File: config.mk
export PLATFORM = sky130hd
export DESIGN_NAME = twowayhandshake_replayer
export DESIGN_NICKNAME = d
export VERILOG_FILES = /design/src/rtl/rr_replay_pkg.sv /design/src/rtl/twowayhandshake_replay_fifo.sv /design/src/rtl/twowayhandshake_replayer.sv
export SDC_FILE = /design/constraint.sdc
export NUM_CORES = 1
export LEC_CHECK = 0
export BUFFER_PORTS_ARGS = -buffer_cell sky130_fd_sc_hd__buf_2
export CAP_MARGIN = 20
export CELL_PAD_IN_SITES_DETAIL_PLACEMENT = 0
export CELL_PAD_IN_SITES_GLOBAL_PLACEMENT = 1
export CORE_UTILIZATION = 35
export CTS_CLUSTER_DIAMETER = 150
export DETAILED_ROUTE_END_ITERATION = 7
export PLACE_DENSITY_LB_ADDON = 0.1
export SYNTH_ARGS = -nofsm -noshare
export SYNTH_HDL_FRONTEND = slang
export SYNTH_SLANG_ARGS = --single-unit
export TNS_END_PERCENT = 1
File: constraint.sdc
create_clock -name clk -period 5.05 [get_ports clk]
set_input_delay 0.7575 -clock clk [delete_from_list [all_inputs] [get_ports clk]]
set_output_delay 0.7575 -clock clk [all_outputs]
set_load 0.03 [all_outputs]
File: src/rtl/rr_replay_pkg.sv
// rtl/rr_replay_pkg.sv - shared types and handshake constants for replay channel modules
package rr_replay_pkg;

  typedef enum logic {
    RPL_IDLE  = 1'b0,
    RPL_ISSUE = 1'b1
  } rpl_state_t;

  localparam int RPL_DATA_WIDTH    = 32;
  localparam int RPL_BUF_DEPTH     = 4;
  localparam int RPL_END_CNT_WIDTH = 4;

  // Entries that must be buffered (head included) to keep issuing without an idle cycle
  localparam int RPL_BURST_MIN_CNT = 2;

endpackage

File: src/rtl/twowayhandshake_replay_fifo.sv
// rtl/twowayhandshake_replay_fifo.sv - synchronous replay buffer holding logged start packets
module twowayhandshake_replay_fifo
  import rr_replay_pkg::*;
#(
  parameter int DATA_WIDTH = RPL_DATA_WIDTH,
  parameter int BUF_DEPTH  = RPL_BUF_DEPTH
) (
  input  logic                         clk,
  input  logic                         rstn,
  input  logic                         push,
  input  logic [DATA_WIDTH-1:0]        push_data,
  input  logic                         pop,
  output logic                         full,
  output logic                         empty,
  output logic [$clog2(BUF_DEPTH):0]   count,
  output logic [DATA_WIDTH-1:0]        head
);

  localparam int AW = $clog2(BUF_DEPTH);
  localparam int CW = AW + 1;

  logic [DATA_WIDTH-1:0] mem_q [BUF_DEPTH];
  logic [AW-1:0]         wr_ptr_q, wr_ptr_d;
  logic [AW-1:0]         rd_ptr_q, rd_ptr_d;
  logic [CW-1:0]         count_q, count_d;
  logic                  do_push, do_pop;

  assign full  = (count_q == CW'(BUF_DEPTH));
  assign empty = (count_q == '0);
  assign count = count_q;
  assign head  = mem_q[rd_ptr_q];

  always_comb begin
    do_push  = push && !full;
    do_pop   = pop && !empty;
    wr_ptr_d = do_push ? wr_ptr_q + AW'(1) : wr_ptr_q;
    rd_ptr_d = do_pop ? rd_ptr_q + AW'(1) : rd_ptr_q;
    count_d  = count_q + CW'(do_push) - CW'(do_pop);
  end

  always_ff @(posedge clk or negedge rstn) begin
    if (!rstn) begin
      wr_ptr_q <= '0;
      rd_ptr_q <= '0;
      count_q  <= '0;
    end else begin
      wr_ptr_q <= wr_ptr_d;
      rd_ptr_q <= rd_ptr_d;
      count_q  <= count_d;
    end
  end

  // Payload storage needs no reset; occupancy is tracked by the pointers
  always_ff @(posedge clk) begin
    if (do_push) begin
      mem_q[wr_ptr_q] <= push_data;
    end
  end

endmodule

File: src/rtl/twowayhandshake_replayer.sv
// rtl/twowayhandshake_replayer.sv - re-issues logged start packets to the cl and reports end events
module twowayhandshake_replayer
  import rr_replay_pkg::*;
#(
  parameter int DATA_WIDTH    = RPL_DATA_WIDTH,
  parameter int BUF_DEPTH     = RPL_BUF_DEPTH,
  parameter int END_CNT_WIDTH = RPL_END_CNT_WIDTH
) (
  input  logic                         clk,
  input  logic                         rstn,
  input  logic                         issue_en,
  input  logic                         rpl_valid,
  output logic                         rpl_ready,
  input  logic [DATA_WIDTH-1:0]        rpl_data,
  output logic                         out_valid,
  input  logic                         out_ready,
  output logic [DATA_WIDTH-1:0]        out_data,
  output logic                         rple_valid,
  input  logic                         rple_ready,
  output logic [END_CNT_WIDTH-1:0]     pend_ends,
  output logic [$clog2(BUF_DEPTH):0]   buf_count
);

  localparam int CW = $clog2(BUF_DEPTH) + 1;
  localparam int PW = END_CNT_WIDTH + 1;
  localparam logic [END_CNT_WIDTH-1:0] END_MAX = '1;

  rpl_state_t               state_q, state_d;
  logic [END_CNT_WIDTH-1:0] pend_q, pend_d;
  logic                     head_rdy_q, head_rdy_d;
  logic                     rdy_en_q, rdy_en_d;
  logic [PW-1:0]            pend_after_fire;

  logic                     fifo_full, fifo_empty;
  logic [CW-1:0]            fifo_count;
  logic [DATA_WIDTH-1:0]    fifo_head;
  logic                     rpl_fire, out_fire, rple_fire;

  twowayhandshake_replay_fifo #(
    .DATA_WIDTH (DATA_WIDTH),
    .BUF_DEPTH  (BUF_DEPTH)
  ) u_fifo (
    .clk       (clk),
    .rstn      (rstn),
    .push      (rpl_fire),
    .push_data (rpl_data),
    .pop       (out_fire),
    .full      (fifo_full),
    .empty     (fifo_empty),
    .count     (fifo_count),
    .head      (fifo_head)
  );

  assign rpl_ready  = rdy_en_q && !fifo_full;
  assign out_valid  = (state_q == RPL_ISSUE);
  assign out_data   = fifo_head;
  assign rple_valid = (pend_q != '0);
  assign pend_ends  = pend_q;
  assign buf_count  = fifo_count;

  assign rpl_fire  = rpl_valid && rpl_ready;
  assign out_fire  = out_valid && out_ready;
  assign rple_fire = rple_valid && rple_ready;

  // A fresh head must sit in the buffer one full cycle before it may be issued,
  // giving the two-cycle write-to-issue latency the logging side expects.
  always_comb begin
    head_rdy_d      = !fifo_empty;
    rdy_en_d        = 1'b1;
    pend_after_fire = {1'b0, pend_q} + PW'(1) - PW'(rple_fire);
    state_d         = state_q;
    unique case (state_q)
      RPL_IDLE: begin
        if (head_rdy_q && !fifo_empty && issue_en && (pend_q < END_MAX)) begin
          state_d = RPL_ISSUE;
        end
      end
      RPL_ISSUE: begin
        if (out_ready) begin
          if ((fifo_count >= CW'(RPL_BURST_MIN_CNT)) && issue_en &&
              (pend_after_fire < {1'b0, END_MAX})) begin
            state_d = RPL_ISSUE;
          end else begin
            state_d = RPL_IDLE;
          end
        end
      end
      default: state_d = RPL_IDLE;
    endcase
  end

  always_comb begin
    pend_d = pend_q;
    unique case ({out_fire, rple_fire})
      2'b10:   pend_d = pend_q + END_CNT_WIDTH'(1);
      2'b01:   pend_d = pend_q - END_CNT_WIDTH'(1);
      default: pend_d = pend_q;
    endcase
  end

  always_ff @(posedge clk or negedge rstn) begin
    if (!rstn) begin
      state_q    <= RPL_IDLE;
      pend_q     <= '0;
      head_rdy_q <= 1'b0;
      rdy_en_q   <= 1'b0;
    end else begin
      state_q    <= state_d;
      pend_q     <= pend_d;
      head_rdy_q <= head_rdy_d;
      rdy_en_q   <= rdy_en_d;
    end
  end

  property p_out_hold;
    @(posedge clk) disable iff (!rstn)
      (out_valid && !out_ready) |=> (out_valid && $stable(out_data));
  endproperty
  a_out_hold: assert property (p_out_hold);

  property p_rple_hold;
    @(posedge clk) disable iff (!rstn)
      (rple_valid && !rple_ready) |=> rple_valid;
  endproperty
  a_rple_hold: assert property (p_rple_hold);

endmodule

Word-level counts from Yosys, hierarchy flattened --
Memory sizes are Yosys's and may differ from the RTL's. Index checks and enable logic that the tools add are counted.
Storage, ports and cells: register bits 14, memory bits (writable) 128, bits of input ports 38, output and inout port bits 42, word-level logic and storage cells 46, memories 1
Cells by class: $add $sub $neg 8, order comparisons 3, equal/unequal tests 3, mux-type cells 7, bitwise logic cells 1, reductions and logical operators 16
Memories:
- u_fifo.mem_q | depth 4, width 32, rd ports 1, clocked after Yosys merged registers in 0, wr ports 1, line twowayhandshake_replay_fifo.sv:22 | logic [DATA_WIDTH-1:0] mem_q [BUF_DEPTH];
Operators with widths (count):
- 1-bit logical AND | 11
- 4-bit one-hot mux with 2 select lines | 1
- 4-bit by 1-bit adder with 5-bit output, second input constant | 1
- 5-bit by 4-bit < comparator with 1-bit output, second input constant | 1
- 1-bit 2-to-1 mux | 5
- 5-bit by 1-bit subtractor with 5-bit output | 1
- 2-bit by 1-bit adder with 2-bit output, second input constant | 2
- 4-bit by 1-bit adder with 4-bit output, second input constant | 1
- 4-bit < comparator, second input constant | 1
- 4-bit nonzero test | 1
- 4-bit by 1-bit subtractor with 4-bit output, second input constant | 1
- 3-bit by 1-bit adder with 3-bit output | 1
- 3-bit equality test, second input constant | 1
- 3-bit by 2-bit >= comparator with 1-bit output, second input constant | 1
- 3-bit zero test | 1
- 3-bit by 1-bit subtractor with 3-bit output | 1
- 2-bit by 1-bit equality test with 1-bit output, second input constant | 1
- 2-bit equality test, second input constant | 1
- 1-bit zero test | 2
- 1-bit one-hot mux with 2 select lines | 1
- 2-bit nonzero test | 1
- 1-bit NOT | 1

Logic depth before layout (Yosys ltp) --
Gate-level depths: netlist of run 1.
depth in word-level cells 8, mapped depth 11, gate-level depth less buffers 11

Cells and area by module --
From an unflattened synthesis of run 1, not the netlist that was laid out.
Unflattened totals: cell total of the unflattened synthesis 273, area, all modules 5744.3 um^2
Modules (own cells, without submodules):
- twowayhandshake_replay_fifo | times used 1, cells each 209, area each 5138.7 um^2, seq. area each 4018.9 um^2
- twowayhandshake_replayer | times used 1, cells each 64, area each 605.6 um^2, seq. area each 175.2 um^2

Least setup slack after synthesis of run 1 --
No wires, ideal clock.
path kind flip-flop to flip-flop, start register pend_q[3] (netlist: pend_ends[3]), end register pend_q[3] (netlist: pend_ends[3]), arrival 2705 ps, setup slack 2211 ps, stages on the path, launching flop included 10, path through dfrtp_1 > inv_1 > ha_1 > nand3_1 > and2_1 > ha_1 > ha_1 > or4b_1 > o311ai_0 > o211ai_1
Between the ends: word-level cells in the longest chain between the ends 4, elaborated cells on any way between the ends 8, those cells by class add/sub: 2; eq/ne: 2; mux: 1; reduce/logical: 3
Ends and longest elaborated chain:
- start, declared | line twowayhandshake_replayer.sv:29 | logic [END_CNT_WIDTH-1:0] pend_q, pend_d;
- start signal, assigned | line twowayhandshake_replayer.sv:109 | pend_q <= pend_d;
- 4-bit nonzero test (*) | line twowayhandshake_replayer.sv:57 | assign rple_valid = (pend_q != '0);
- net rple_valid | line twowayhandshake_replayer.sv:18 | output logic rple_valid,
- 1-bit logical AND (*) | line twowayhandshake_replayer.sv:63 | assign rple_fire = rple_valid && rple_ready;
- 2-bit by 1-bit equality test with 1-bit output / 2-bit equality test (equally long branches) | line twowayhandshake_replayer.sv:94 | unique case ({out_fire, rple_fire})
- 4-bit one-hot mux with 2 select lines / 2-bit nonzero test (equally long branches)
Mark *: on every way through the listed nets, which the timed path passes. The rest lies on a longest branch. A chain may end at the register's enable or synchronous reset.

Worst setup path after layout of run 1 --
start register u_fifo.rd_ptr_q[0], end output port out_data[20]
Between the ends: word-level cells in the longest chain between the ends 1
Ends and longest elaborated chain:
- start, declared | line twowayhandshake_replay_fifo.sv:24 | logic [AW-1:0] rd_ptr_q, rd_ptr_d;
- start signal, assigned | line twowayhandshake_replay_fifo.sv:48 | rd_ptr_q <= rd_ptr_d;
- memory 4 x 32 bit
- end, declared | line twowayhandshake_replayer.sv:17 | output logic [DATA_WIDTH-1:0] out_data,
Every way passes these cells.

==> results.sh, run 1 <==
export IMPL_leakage_uw=0.002490
export IMPL_synth_seq_cells=142
export IMPL_synth_seq_area_share_pct=73.65
export IMPL_syn_area_per_cell_sq_um=21.41
export IMPL_syn_num_nets=324
export IMPL_grt_pass1_vias=2910
export IMPL_layout_drive_gt1_share_pct=40.38
export IMPL_cp_max_fo=22
export IMPL_cpMaxStageDelayCell="dfrtp_2"
export IMPL_synthTopCellsByArea="edfxtp_1 68%, mux4_2 9.9%, dfrtp_1 6.2%"
export IMPL_dpl_instance_area_sq_mm=0.006301
export IMPL_first_pass_iters=6
export IMPL_grt_pass1_wl_um=15640
export IMPL_htreeDepth=4
export IMPL_insertion_delay_ns=0.42
export IMPL_hp_class="input pin to async pin"
export IMPL_antenna_cells=0
export IMPL_drc_errors=0
export IMPL_area_growth_pct=20.98
export IMPL_die_h_um=129.6
export IMPL_crit_chain="buf_4, mux4_1, buf_2"
export IMPL_grt_max_degree=34
export IMPL_critPathBufInv=2
export IMPL_cts_tree="built"
export IMPL_status="completed"
export IMPL_min_period_ns=3.096
export IMPL_gp_congestion=0.7057
export IMPL_yosysTopAreaCell="edfxtp_1"
export IMPL_ir_drop_mv=0.3115
export IMPL_cts_buffers=17
export IMPL_dp_hpwl_um=6059
export IMPL_port_buffers=79
export IMPL_final_area_sq_mm=0.006889
export IMPL_routed_via_density=4.684
export IMPL_synth_distinct_cells=35
export IMPL_slew_viol_final=0
export IMPL_overflow=0
export IMPL_crit_type="flip-flop to output pin"
export IMPL_synth_main_ff_cell="edfxtp_1"
export IMPL_cts_resized=0
export IMPL_core_area_sq_mm=0.01589
export IMPL_cts_num_sinks=142
export IMPL_maxCapViolations=0
export IMPL_finalSetupViolations=0
export IMPL_critPathRequiredTime_ns=4.29
export IMPL_row_count=46
export IMPL_fmax_mhz=323.0
export IMPL_synth_area_sq_mm=0.005694
export IMPL_ant_nets=0
export IMPL_worst_pin_slew_ns=0.9473
export IMPL_timing_hold_violations_final=0
export IMPL_rsz0062_at_grt="no"
export IMPL_yosysTopAreaCellShare_pct=67.50
export IMPL_min_period_over_period_pct=61.30
export IMPL_clk_pin_slew_ns=0.06
export IMPL_cp_start_kind="flip-flop"
export IMPL_postRouteWirelength_um=10220
export IMPL_cp_top_family="buffers and inverters"
export IMPL_fillers=1438
export IMPL_dieArea_sq_mm=0.01678
export IMPL_synth_cells=266
export IMPL_cts_setup_buffers=0
export IMPL_cts_hold_fix_buffers=0
export IMPL_yosysWarnings=0
export IMPL_p_per_area_mw_per_mm2=611.9
export IMPL_yosys_top_cells_count="128 x edfxtp_1, 25 x mux4_2, 18 x ha_1"
export IMPL_initial_core_util_pct=35.85
export IMPL_synth_edf_count=128
export IMPL_ios=80
export IMPL_fin_setup_tns_ns=0
export IMPL_clockBufferDepth=2
export IMPL_grtUsageTotal_pct=13.25
export IMPL_yosysMostFrequentCell="edfxtp_1"
export IMPL_die_w_um=129.6
export IMPL_cp_end_kind="output pin"
export IMPL_antenna_found_initial=0
export IMPL_nNetsFinal=414
export IMPL_cts_root_buf="clkbuf_16"
export IMPL_wire_per_inst_um=17.48
export IMPL_relSlewSlack_pct=36.85
export IMPL_critPathArrivalTime_ns=2.34
export IMPL_dr_total_vias=2740
export IMPL_drtIter0Drc=133
export IMPL_async_flop_share_pct=9.859
export IMPL_cp_slowest_stage_delay_ns=0.63
export IMPL_whs_ns=0.2263
export IMPL_fin_skew_ns=0.004829
==> layout by cell type (no fill, tap or decap), types with 2 or more instances in the layout <==
| cell | count |
|---|---|
| a21oi_1 | 2 |
| and2_2 | 4 |
| buf_2 | 79 |
| bufinv_16 | 2 |
| clkbuf_16 | 17 |
| clkinv_4 | 5 |
| clkinvlp_4 | 2 |
| dfrtp_1 | 12 |
| dfrtp_2 | 2 |
| edfxtp_1 | 128 |
| fa_1 | 2 |
| ha_1 | 18 |
| inv_1 | 15 |
| inv_6 | 4 |
| mux4_1 | 7 |
| mux4_2 | 25 |
| nand2_1 | 6 |
| nand3_1 | 4 |
| nor3b_1 | 3 |
| o21ai_0 | 2 |
| o311ai_0 | 2 |
| o31a_2 | 2 |
| xnor2_1 | 5 |
| xor2_1 | 3 |
==> worst reg2reg max path: stages, from the launching register on <==
cell and delay [ns]:
dfrtp_1 0.50, inv_1 0.16, ha_1 0.21, nand3_1 0.12
and2_1 0.14, ha_1 0.31, ha_1 0.35, or4b_1 0.51
o311ai_0 0.11, o211ai_1 0.12
==> area by class of cell <==
type / instances / area [sq um] / share of cell area (%)
Clock inverter: 15 / 162.7 / 2.361
Sequential cell: 142 / 4197 / 60.92
Clock buffer: 17 / 425.4 / 6.175
Timing Repair Buffer: 80 / 402.9 / 5.848
Multi-Input combinational cell: 99 / 1371 / 19.91
Inverter: 16 / 60.06 / 0.8718
Tap cell: 216 / 270.3 / 3.923
==> power breakdown <==
part	internal [uW]	switching, uW
clock	733	491
combinational	540	808
sequential	1460	185
==> logic make-up (layout without fill, tap and decap cells) <==
kind of cell | count (synthesis) | in the layout | share of synthesized area [%]
AO/OA/AOI/OAI | 15 | 15 | 2.329
XOR/XNOR | 8 | 8 | 1.231
adder cells (fa/ha/maj) | 20 | 20 | 4.658
buffers and inverters | 25 | 128 | 2.263
flip-flops | 142 | 142 | 73.65
multiplexers | 34 | 34 | 13.58
other | 1 | 1 | 0.06586
AND/OR/NAND/NOR | 21 | 21 | 2.219
==> metrics by stage <==
step	utilization, %	setup slack [ns]	instances	power [uW]
finish	43.37	1.954	585	4216
global route	43.37	1.765	585	4451
CTS	43.37	1.847	585	4293
detailed placement	39.67	2.306	553	3055
global placement	39.67	2.316	553	3045
floorplan	-	2.211	266	2689
==> worst paths after layout <==
kind | start | cells after the start | slack [ns] | end
setup / recovery | u_fifo.rd_ptr_q[0]$_DFFE_PN0P_ | 3 | 1.95 | out_data[20]
hold / removal | rstn | 1 | 0.23 | pend_ends[1]$_DFFE_PN0P_
setup reg to reg | pend_ends[3]$_DFFE_PN0P_ | 9 | 2.40 | pend_ends[3]$_DFFE_PN0P_
hold reg to reg | u_fifo.wr_ptr_q[1]$_DFFE_PN0P_ | 1 | 0.58 | u_fifo.wr_ptr_q[1]$_DFFE_PN0P_
max in group asynchronous | rstn | 1 | 4.55 | u_fifo.rd_ptr_q[0]$_DFFE_PN0P_
min in group clk | rpl_data[27] | 1 | 0.55 | u_fifo.mem_q[1][27]$_DFFE_PP_
==> state kept, by name, summed over array words and instances (netlist names) <==
| name | cells |
|---|---|
| u_fifo.wr_ptr_q | 2 |
| rdy_en_q | 1 |
| u_fifo.count | 3 |
| head_rdy_q | 1 |
| pend_ends | 4 |
| out_valid | 1 |
| u_fifo.rd_ptr_q | 2 |
| u_fifo.mem_q | 128 |
==> layer usage <==
layer	vias up	share of wire (%)	GRT usage (%)
li1	1264	-	-
met1	1390	44	15.86
met2	68	49	21.66
met3	18	4.6	4.005
met4	0	2.3	6.977
met5	-	0	0
(Power assumes the default switching activity.)
==> run 2, diff against run 1 <==
==> constraint.sdc (replaced) <==
create_clock -name clk -period 3.05 [get_ports clk]
set_input_delay 0.4575 -clock clk [delete_from_list [all_inputs] [get_ports clk]]
set_output_delay 0.4575 -clock clk [all_outputs]
set_load 0.03 [all_outputs]
==> run 2 against run 1 <==
  * Die area unchanged
  * Clock power is 65% higher
  * Sequential cell count unchanged
  * Utilization increased by 0.50 points
  * Via count up 0.84%
  * Cell count up 1.4%
  * Wire length up 2.3%
  * Largest power group unchanged
  * Largest cell class unchanged
  * Critical endpoint is now pend_ends[3]$_DFFE_PN0P_
  * Setup slack worse by 1.5 ns
==> results.sh, run 2 (synthesis gave the netlist of run 1 again) <==
export IMPL_insertion_delay_ns=0.41
export IMPL_largest_reg_flops=128
export IMPL_die_w_um=129.6
export IMPL_ant_nets=0
export IMPL_r2r_end="pend_ends[3]$_DFFE_PN0P_"
export IMPL_crit_type="flip-flop to flip-flop"
export IMPL_place_inst=560
export IMPL_final_cell_mix="128 x edfxtp_1, 79 x buf_2, 25 x mux4_2"
export IMPL_critPathRequiredTime_ns=3.33
export IMPL_ios=80
export IMPL_htreeDepth=4
export IMPL_cp_end_kind="flip-flop"
export IMPL_core_area_sq_mm=0.01589
export IMPL_whs_ns=0.2594
export IMPL_r2r_cells=9
export IMPL_grtUsageTotal_pct=13.69
export IMPL_drtIter0Drc=173
export IMPL_fmax_mhz=383.7
export IMPL_cp_endpoint="pend_ends[3]$_DFFE_PN0P_"
export IMPL_antenna_found_initial=0
export IMPL_fin_skew_ns=0.008555
export IMPL_status="completed"
export IMPL_ir_drop_mv=0.4445
export IMPL_dieArea_sq_mm=0.01678
export IMPL_min_period_over_period_pct=85.46
export IMPL_r2r_start="pend_ends[3]$_DFFE_PN0P_"
export IMPL_hp_class="input pin to flip-flop"
export IMPL_wire_per_inst_um=17.63
export IMPL_total_power_uw=7013
export IMPL_final_cells=593
export IMPL_first_pass_iters=4
export IMPL_rsz0062_at_grt="no"
export IMPL_maxCapViolations=0
export IMPL_dpl_instance_area_sq_mm=0.006379
export IMPL_dp_hpwl_um=6506
export IMPL_die_h_um=129.6
export IMPL_min_period_ns=2.607
export IMPL_critPathArrivalTime_ns=2.89
export IMPL_layout_drive_gt1_share_pct=39.79
export IMPL_postRouteWirelength_um=10460
export IMPL_max_flop_register="u_fifo.mem_q"
export IMPL_r2r_setup_slack_ns=0.44
export IMPL_finalSetupViolations=0
export IMPL_slew_viol_final=0
export IMPL_cts_root_buf="clkbuf_16"
export IMPL_leakage_uw=0.002529
export IMPL_cp_max_fo=9
export IMPL_antenna_cells=0
export IMPL_final_area_sq_mm=0.006968
export IMPL_fillers=1440
export IMPL_cts_tree="built"
export IMPL_drc_errors=0
export IMPL_timing_hold_violations_final=0
export IMPL_clk_pin_slew_ns=0.06
export IMPL_gp_congestion=0.7167
export IMPL_initial_core_util_pct=35.85
export IMPL_grt_pass1_wl_um=16180
export IMPL_cts_buffers=17
export IMPL_dr_total_vias=2763
export IMPL_grt_max_degree=28
export IMPL_startpoint="pend_ends[3]$_DFFE_PN0P_"
export IMPL_p_per_area_mw_per_mm2=1006
export IMPL_port_buffers=79
export IMPL_row_count=46
export IMPL_overflow=0
export IMPL_grt_pass1_vias=2951
export IMPL_routed_via_density=4.659
export IMPL_cts_num_sinks=142
export IMPL_area_growth_pct=22.37
export IMPL_cp_start_kind="flip-flop"
export IMPL_worst_pin_slew_ns=0.5583
export IMPL_nNetsFinal=422
export IMPL_layout_commonest_cell="edfxtp_1"
export IMPL_fin_setup_tns_ns=0
export IMPL_relSlewSlack_pct=62.78
export IMPL_clockBufferDepth=2
run 2: report_power, final:
| part | switching [uW] | total [uW] | leakage [uW] | internal (uW) |
|---|---|---|---|---|
| registers | 213 | 2630 | 0.00132 | 2410 |
| logic | 1440 | 2370 | 0.000932 | 931 |
| clock network | 744 | 2010 | 0.000275 | 1270 |
| total | 2400 | 7010 | 0.00253 | 4610 |
run 2: what timing repair did:
| item | CTS | global route |
|---|---|---|
| buffers inserted | 0 | 0 |
| hold endpoints to repair | 14 | 0 |
| hold buffers | 1 | 0 |
| gates resized for setup | 0 | 0 |
run 2: worst min-delay path by stage:
stage | slack [ns] | cells after the start | from | endpoint
floorplan | 0.16 | 0 | rstn | head_rdy_q$_DFF_PN0_
CTS | 0.24 | 1 | rpl_data[3] | u_fifo.mem_q[1][3]$_DFFE_PP_
finish | 0.26 | 1 | rpl_data[29] | u_fifo.mem_q[2][29]$_DFFE_PP_
global route | 0.25 | 1 | rpl_data[22] | u_fifo.mem_q[0][22]$_DFFE_PP_
global placement | 0.40 | 1 | rstn | out_valid$_DFF_PN0_
detailed placement | 0.39 | 1 | rstn | head_rdy_q$_DFF_PN0_
run 2: worst max-delay path: stages (launching register included):
cell	delay, ns
dfrtp_1	0.44
inv_1	0.16
ha_1	0.17
nand3_1	0.11
and2_1	0.18
ha_1	0.28
ha_1	0.38
or4b_1	0.51
o311ai_0	0.12
o211ai_1	0.13
run 2: stage by stage:
step / utilization (%) / worst slack [ns]
finish: 43.86 / 0.4435
global route: 43.86 / 0.2958
CTS: 43.86 / 0.4228
detailed placement: 40.15 / 0.4624
global placement: 40.15 / 0.4985
floorplan: - / 0.2113
run 2: cell type report:
class	instances	area (sq um)	area share [%]
clock buffers	18	429.2	6.159
clock inverters	14	150.1	2.155
inverters	16	60.06	0.8619
multi-input cells	99	1371	19.68
flip-flops and latches	142	4197	60.23
well taps	216	270.3	3.879
repair buffers	88	490.5	7.039
run 2: layer usage:
metal  GRT usage [%]  routed length (um)
met1           16.60                4643
met2           22.49                5205
met3           4.294                 456
met4           6.156                 150
met5               0                   0
==> run 3, diff against run 2 <==
==> constraint.sdc (replaced) <==
create_clock -name clk -period 3.16 [get_ports clk]
set_input_delay 0.474 -clock clk [delete_from_list [all_inputs] [get_ports clk]]
set_output_delay 0.474 -clock clk [all_outputs]
set_load 0.03 [all_outputs]
==> run 3 against run 2 <==
  * Maximum frequency shrank 1.1%
  * Critical path depth is the same
  * Largest power group unchanged
  * Critical endpoint unchanged
  * Power shrank 3.7%
  * Die area is the same
  * Cell area shrank 0.14%
  * Clock-buffer cell count grew 8
  * Combinational power shrank 2%
  * Via count shrank 0.18%
==> results.sh, run 3 (synthesis gave the netlist of run 1 again) <==
export IMPL_cts_resized=0
export IMPL_cts_num_sinks=142
export IMPL_fin_setup_tns_ns=0
export IMPL_dp_worst_setup_slack_ns=0.5600
export IMPL_port_buffers=79
export IMPL_multiInputGateArea_sq_mm=0.001371
export IMPL_cp_start_kind="flip-flop"
export IMPL_hp_start="rpl_data[29]"
export IMPL_min_to="u_fifo.mem_q[2][29]$_DFFE_PP_"
export IMPL_grt_pass1_vias=2922
export IMPL_core_area_sq_mm=0.01589
export IMPL_dieArea_sq_mm=0.01678
export IMPL_p_per_area_mw_per_mm2=970.8
export IMPL_gp_congestion=0.7049
export IMPL_antenna_cells=0
export IMPL_clk_pin_slew_ns=0.05
export IMPL_drtIter0Drc=107
export IMPL_fmax_mhz=379.3
export IMPL_hold_depth=1
export IMPL_die_w_um=129.6
export IMPL_cp_max_fo=9
export IMPL_final_cell_mix="128 x edfxtp_1, 79 x buf_2, 25 x mux4_2"
export IMPL_setup_slack_ns=0.5234
export IMPL_nNetsFinal=424
export IMPL_htreeDepth=4
export IMPL_routed_via_density=4.635
export IMPL_maxCapViolations=0
export IMPL_cts_root_buf="clkbuf_16"
export IMPL_hp_class="input pin to flip-flop"
export IMPL_final_cells=595
export IMPL_overflow=0
export IMPL_row_count=46
export IMPL_timing_hold_violations_final=0
export IMPL_cp_end_kind="flip-flop"
export IMPL_r2r_cells=9
export IMPL_dpl_instance_area_sq_mm=0.006381
export IMPL_ir_drop_mv=0.3909
export IMPL_layout_drive_gt1_share_pct=40.11
export IMPL_final_area_sq_mm=0.006958
export IMPL_status="completed"
export IMPL_ios=80
export IMPL_cts_buffers=17
export IMPL_grt_max_degree=19
export IMPL_grt_pass1_wl_um=16220
export IMPL_dp_hpwl_um=6637
export IMPL_die_h_um=129.6
export IMPL_wire_per_inst_um=17.54
export IMPL_leakage_uw=0.002540
export IMPL_antenna_found_initial=0
export IMPL_drc_errors=0
export IMPL_rsz0062_at_grt="no"
export IMPL_insertion_delay_ns=0.41
export IMPL_fin_skew_ns=0.01289
export IMPL_critPathRequiredTime_ns=3.44
export IMPL_fillers=1444
export IMPL_initial_core_util_pct=35.85
export IMPL_slew_viol_final=0
export IMPL_postRouteWirelength_um=10440
export IMPL_finalSetupViolations=0
export IMPL_critPathArrivalTime_ns=2.91
export IMPL_clockBufferDepth=2
export IMPL_seq_area_sq_mm=0.004197
export IMPL_area_growth_pct=22.19
export IMPL_place_inst=562
export IMPL_largest_reg_flops=128
export IMPL_ant_nets=0
export IMPL_r2r_end="pend_ends[3]$_DFFE_PN0P_"
export IMPL_r2r_start="pend_ends[3]$_DFFE_PN0P_"
export IMPL_crit_type="flip-flop to flip-flop"
export IMPL_min_period_ns=2.637
export IMPL_first_pass_iters=4
export IMPL_total_power_uw=6755
export IMPL_r2r_setup_slack_ns=0.52
export IMPL_layout_commonest_cell="edfxtp_1"
export IMPL_dr_total_vias=2758
export IMPL_cts_tree="built"
export IMPL_grtUsageTotal_pct=13.59
export IMPL_max_flop_register="u_fifo.mem_q"
export IMPL_min_period_over_period_pct=83.44
run 3: cell count changes in the layout (fill, tap and decap cells not counted), sizes merged:
cell      previous run  this run
buf                 87        89
bufinv               3         2
clkbuf              18        26
clkinv               9         4
clkinvlp             2         0
run 3: how the worst max path moves through the flow:
| stage | start | to | slack (ns) | cells past startpoint |
|---|---|---|---|---|
| 2_1_floorplan | pend_ends[3]$_DFFE_PN0P_ | pend_ends[3]$_DFFE_PN0P_ | 0.32 | 9 |
| 3_3_place_gp | pend_ends[3]$_DFFE_PN0P_ | pend_ends[3]$_DFFE_PN0P_ | 0.61 | 9 |
| 3_5_place_dp | pend_ends[3]$_DFFE_PN0P_ | pend_ends[3]$_DFFE_PN0P_ | 0.56 | 9 |
| 4_1_cts | pend_ends[3]$_DFFE_PN0P_ | pend_ends[3]$_DFFE_PN0P_ | 0.53 | 9 |
| 5_1_grt | pend_ends[2]$_DFFE_PN0P_ | pend_ends[3]$_DFFE_PN0P_ | 0.33 | 9 |
| 6_report | pend_ends[3]$_DFFE_PN0P_ | pend_ends[3]$_DFFE_PN0P_ | 0.52 | 9 |
run 3: metrics by stage:
step,utilization (%),hold slack (ns)
global placement,40.17,0.4177
floorplan,-,0.1784
finish,43.80,0.2740
global route,43.80,0.2581
detailed placement,40.17,0.4170
CTS,43.80,0.2545
run 3: per-layer routing:
metal | GRT usage [%] | vias up | wire, um
met5 | 0 | - | 0
met4 | 5.951 | 0 | 126
met3 | 4.377 | 9 | 448
met2 | 21.79 | 55 | 5180
met1 | 16.95 | 1413 | 4682
li1 | - | 1281 | -
run 3: final cells by class:
class	count	share of cell area, %
clock buffer	26	6.887
clock inverter	6	1.259
timing repair buffer	90	7.085
inverter	16	0.8632
sequential	142	60.31
multi-input combinational	99	19.71
tap	216	3.884
run 3: power breakdown:
group          internal, uW  switching [uW]
Combinational           917            1410
Sequential             2330             196
Clock                  1200             698
run 3: what timing repair did:
action / CTS / global route
buffers inserted: 0 / 0
hold buffers: 1 / 0
endpoints found under the hold margin: 14 / 0
endpoints found under the setup margin: 0 / 0
run 3: critical path, cell delays in order, from the launching register on:
cell and delay (ns):
dfrtp_1 0.46, inv_1 0.16, ha_1 0.16, nand3_1 0.11, and2_1 0.18, ha_1 0.27
ha_1 0.38, or4b_1 0.53, o311ai_0 0.12, o211ai_1 0.13
